[src/rtl/itoa_writer.sv]
// Signed binary to NUL-terminated ASCII numeral writer (base 10 or 16) on a byte write channel.
// Optional build macro ITOA_UPPER_EN selects uppercase hex letters 'A'-'F' instead of 'a'-'f'.
module itoa_writer #(
  parameter int ASZ  = 17,
  parameter int DSZ  = 32,
  parameter int DMAX = 10
) (
  input  logic           clk,
  input  logic           rst,
  input  logic           en,
  input  logic           hex,
  input  logic [DSZ-1:0] vi,
  input  logic [ASZ-1:0] tib,
  output logic           bsy,
  output logic           done,
  output logic [7:0]     len,
  output logic           mem_we,
  output logic [ASZ-1:0] mem_ai,
  output logic [7:0]     mem_vi,
  output logic [2:0]     dbg_state
);

  // Start handshake: en is a level request sampled only in IDLE; bsy covers the whole
  // conversion, done pulses once, and en must drop before another start is accepted.

  typedef enum logic [2:0] {
    S_IDLE = 3'd0,
    S_DIV  = 3'd1,
    S_SIGN = 3'd2,
    S_EMIT = 3'd3,
    S_TERM = 3'd4,
    S_DONE = 3'd5
  } state_t;

  localparam int SPW        = $clog2(DMAX + 1);
  localparam int DEC_DIGITS = ((DSZ - 1) * 30103) / 100000 + 1;
  localparam int HEX_DIGITS = (DSZ + 3) / 4;

  generate
    if (DMAX < DEC_DIGITS || DMAX < HEX_DIGITS) begin : g_dmax_check
      $error("itoa_writer: DMAX too small for DSZ");
    end
  endgenerate

  state_t         state;
  logic           hex_r;
  logic           neg_r;
  logic [ASZ-1:0] tib_r;
  logic [DSZ-1:0] mag;
  logic [SPW-1:0] sp;
  logic [3:0]     stk [DMAX];

  logic [DSZ-1:0] q;
  logic [3:0]     d;
  logic           last;
  logic           push;
  logic [SPW-1:0] top_idx;
  logic [3:0]     top_digit;
  logic [7:0]     len_inc;
  logic [ASZ-1:0] wr_next;

  function automatic logic [7:0] enc(input logic [3:0] v);
    logic [7:0] r;
    if (v < 4'd10) r = 8'h30 + {4'h0, v};
`ifdef ITOA_UPPER_EN
    else r = 8'h41 + {4'h0, v} - 8'd10;
`else
    else r = 8'h61 + {4'h0, v} - 8'd10;
`endif
    return r;
  endfunction

  always_comb begin
    q = '0;
    d = '0;
    if (hex_r) begin
      q = mag >> 4;
      d = mag[3:0];
    end else begin
      q = mag / DSZ'(10);
      d = 4'(mag - q * DSZ'(10));
    end
    last      = (q == '0);
    // The final digit of a positive value is written directly rather than pushed.
    push      = (state == S_DIV) && !(last && !neg_r);
    top_idx   = sp - SPW'(1);
    top_digit = stk[top_idx];
    len_inc   = len + 8'd1;
    wr_next   = tib_r + ASZ'(len_inc);
  end

  always_ff @(posedge clk) begin
    if (push) stk[sp] <= d;
  end

  always_ff @(posedge clk or posedge rst) begin
    if (rst) begin
      state  <= S_IDLE;
      bsy    <= 1'b0;
      done   <= 1'b0;
      len    <= '0;
      mem_we <= 1'b0;
      mem_ai <= '0;
      mem_vi <= '0;
      sp     <= '0;
      hex_r  <= 1'b0;
      neg_r  <= 1'b0;
      tib_r  <= '0;
      mag    <= '0;
    end else begin
      done <= 1'b0;
      case (state)
        S_IDLE: begin
          if (en) begin
            hex_r <= hex;
            neg_r <= vi[DSZ-1];
            tib_r <= tib;
            mag   <= vi[DSZ-1] ? (~vi + DSZ'(1)) : vi;
            sp    <= '0;
            bsy   <= 1'b1;
            len   <= '0;
            state <= S_DIV;
          end
        end
        S_DIV: begin
          mag <= q;
          if (push) sp <= sp + SPW'(1);
          if (last) begin
            mem_we <= 1'b1;
            mem_ai <= tib_r;
            if (neg_r) begin
              mem_vi <= 8'h2D;
              state  <= S_SIGN;
            end else begin
              mem_vi <= enc(d);
              state  <= S_EMIT;
            end
          end
        end
        S_SIGN: begin
          len    <= len_inc;
          mem_ai <= wr_next;
          mem_vi <= enc(top_digit);
          sp     <= top_idx;
          state  <= S_EMIT;
        end
        S_EMIT: begin
          len    <= len_inc;
          mem_ai <= wr_next;
          if (sp == '0) begin
            mem_vi <= 8'h00;
            state  <= S_TERM;
          end else begin
            mem_vi <= enc(top_digit);
            sp     <= top_idx;
          end
        end
        S_TERM: begin
          mem_we <= 1'b0;
          bsy    <= 1'b0;
          done   <= 1'b1;
          state  <= S_DONE;
        end
        S_DONE: begin
          if (!en) state <= S_IDLE;
        end
        default: state <= S_IDLE;
      endcase
    end
  end

  assign dbg_state = state;

endmodule

[config.mk]
export PLATFORM = sky130hd
export DESIGN_NAME = itoa_writer
export DESIGN_NICKNAME = d
export VERILOG_FILES = /design/src/rtl/itoa_writer.sv
export SDC_FILE = /design/constraint.sdc
export NUM_CORES = 1
export LEC_CHECK = 0
export BUFFER_PORTS_ARGS = -buffer_cell sky130_fd_sc_hd__buf_2
export CAP_MARGIN = 40
export CORE_ASPECT_RATIO = 1.25
export CORE_MARGIN = 4
export CORE_UTILIZATION = 68
export CTS_CLUSTER_DIAMETER = 150
export DETAILED_ROUTE_END_ITERATION = 8
export MAX_ROUTING_LAYER = met4
export PLACE_DENSITY = 0.88
export SKIP_CTS_REPAIR_TIMING = 1
export SYNTH_ARGS = -nofsm -noshare
export SYNTH_HDL_FRONTEND = slang
export SYNTH_SLANG_ARGS = --single-unit
[constraint.sdc]
create_clock -name clk -period 23.2 [get_ports clk]
set_input_delay 2.32 -clock clk [delete_from_list [all_inputs] [get_ports clk]]
set_output_delay 2.32 -clock clk [all_outputs]
set_load 0.03 [all_outputs]
==> out/results.ini <==
[run_status]
outcome=complete, no violations

[yosys]
synthMuxAreaShare_pct=5.984
syn-num-nets=1667
synth_cell_types=134
synth-compound-area-share_pct=31.17
synth_simple_gate_area_share_pct=22.95
synthAdderAreaFrac_pct=2.264
synth_xor_area_share_pct=4.975
synth_top_family_by_area=compound AO/OA/AOI/OAI gates
yosysWarnings=0
async_flop_share_pct=69.92
syn-instance-count=1593
yosys.area.top_type=dfrtp_1
synth.avg_cell_area_um2=8.257
synth.top_cell.area_share_pct=17.69
syn_area_um2=13150
synthFlopType=dfrtp_1
synth-seq-cells=133
synth_seq_area_share_pct=26.83
synth_enable_flop_cells=40
yosys-top-cells-area=dfrtp_1 18%, edfxtp_1 9.1%, nand2_1 6.3%, o21ai_0 3.1%, a21oi_1 3.1%

[clock_network]
clkLatencyLatePin_ns=0.44
cts_buffer_depth=2
clockRootBuffer=clkbuf_16
cts_sinks=133
htreeDepth=4
numCtsBuffers=17
clk_pin_slew_ns=0.06
cts_tree=built

[final_layout]
seqCellArea_um2=3528
layout.cells.non_filler=1838
syn_to_final_growth_pct=7.087
multi_input_area_um2=8875
final_layout_size_suffix_gt1_share_pct=14.78
final_cell_mix=222 x nand2_1, 100 x nor2_1, 93 x dfrtp_1
fin_nets=1665
layout_commonest_cell=nand2_1
fillerInstances=1395

[grt]
grt_pass1_vias=12860
grt_pass1_wl_um=63590
grt_max_degree=65
antenna_found_initial=1
gr-usage-all-layers_pct=36.18
grt.overflow.total=0

[sta]
worst_slew_margin_rel_pct=40.94
finClkSkew_ns=0.01806
min_period_ns=15.87
fin_tns_setup_ns=0
fin_crit_sh_pct=68.38
rsz0062_at_grt=no
worst_pin_slew_ns=0.8860
fin_hold_ws_ns=0.4839
final.setup.worst_slack_ns=7.335
hold_viol=0
fmax_mhz=63.03
finalMaxSlewViolations=0
setup_viol=0

[floorplanning]
row_count=56
coreArea_um2=18920
die_h_um=163.5
start_util_pct=69.52
ioPinCount=92
dieWidth_um=132.4
dieArea_um2=21650

[drt]
wl_met2_um=18550
wl_per_cell_um=20.73
antenna_left=0
routed-wl-met3_um=3297
drt_wl_total_um=38110
highest-signal-layer=met4
drc_errors=0
drt_iter0_drc=1313
wl_met1_um=14740
drt-vias-per-instance=7.284
vias=13390
firstDrtPassIters=7

[critical_path]
worstSetupStartpointType=flip-flop
cpMostUsedCell=inv_1
cpPeakStageDelay_ns=0.92
cp-end-kind=flip-flop
crit_required_ns=23.52
worst-path-max-fanout=31
cp.arrival_ns=16.18
timing_worst_setup_path_type=flip-flop to flip-flop
slowest_stage=dfrtp_1

[placed_design]
dp_cells=1804
portBuffers=90
pre_cts_ws_ns=8.102
finalWeightedCongestion=0.9618
dp_hpwl_um=26200

[job]
drv_cap=0

[min_path]
hold_class=flip-flop to flip-flop

per-layer routing:
metal	up-vias	GRT usage, %
met5	-	-
met4	0	15.78
met3	154	6.192
met2	778	59.66
met1	6384	43.97
li1	6072	-
worst paths after layout:
kind	start	endpoint	slack, ns	cells after the start
setup reg to reg	mag[30]$_DFFE_PP0P_	mem_vi[0]$_DFFE_PP0P_	7.33	51
max in group asynchronous	rst	mag[23]$_DFFE_PP0P_	20.15	3
hold / removal	mem_ai[13]$_DFFE_PP0P_	mem_ai[13]$_DFFE_PP0P_	0.48	1
min in group asynchronous	rst	tib_r[2]$_DFFE_PP0P_	1.87	2
hold reg to reg	mem_ai[13]$_DFFE_PP0P_	mem_ai[13]$_DFFE_PP0P_	0.48	1
setup / recovery	mag[30]$_DFFE_PP0P_	mem_vi[0]$_DFFE_PP0P_	7.33	51
cells in the mapped netlist, drive strengths merged, types with 19 or more instances:
library cell,n
nand3,41
xnor2,38
clkbuf,79
o221ai,37
xor2,35
o211ai,20
ha,19
inv,47
mux2,21
buf,43
nand2b,22
nor2,104
o21ai,108
mux2i,35
o2111ai,21
dfrtp,93
nor3,46
o31ai,21
edfxtp,40
nand2,226
a211oi,19
a21oi,85
through the flow:
stage | instance area (µm²) | utilization [%]
after floorplan | 13150 | -
after global placement | 13410 | 70.90
after detailed placement | 13460 | 71.15
after CTS | 14080 | 74.42
after global routing | 14080 | 74.44
final | 14080 | 74.45
flip-flops by register name (all words and copies together), names as in the netlist:
name,count
mem_ai,17
mag,32
len,8
hex_r,1
mem_we,1
bsy,1
done,1
sp,4
mem_vi,7
tib_r,17
neg_r,1
stk,40
dbg_state,3
critical path: cells and delay by family, from the launching register on:
kind / cells / cell delay (ns)
mux: 2 / 0.38
compound gates: 22 / 7.67
buf+inv: 4 / 0.62
fa+ha+maj: 3 / 0.92
simple gates: 17 / 4.61
xor+xnor: 3 / 0.62
flops: 1 / 0.92
layout make-up:
| class | count | share of cell area [%] |
|---|---|---|
| antenna | 2 | 0.03553 |
| inverter | 55 | 1.484 |
| timing repair buffer | 101 | 3.962 |
| sequential | 133 | 25.05 |
| clock inverter | 14 | 1.350 |
| clock buffer | 18 | 3.047 |
| tap | 232 | 2.061 |
| multi-input combinational | 1283 | 63.01 |
kinds of logic (layout without fill, tap and decap cells):
group,Yosys count,in the layout
flops,133,133
simple gates,596,596
compound gates,526,526
xor+xnor,73,73
fa+ha+maj,23,23
mux,64,64
other cells,1,3
buf+inv,177,188
Power is not shown: default switching activity piles up to over one toggle a cycle in this logic, so the estimate is an artifact.
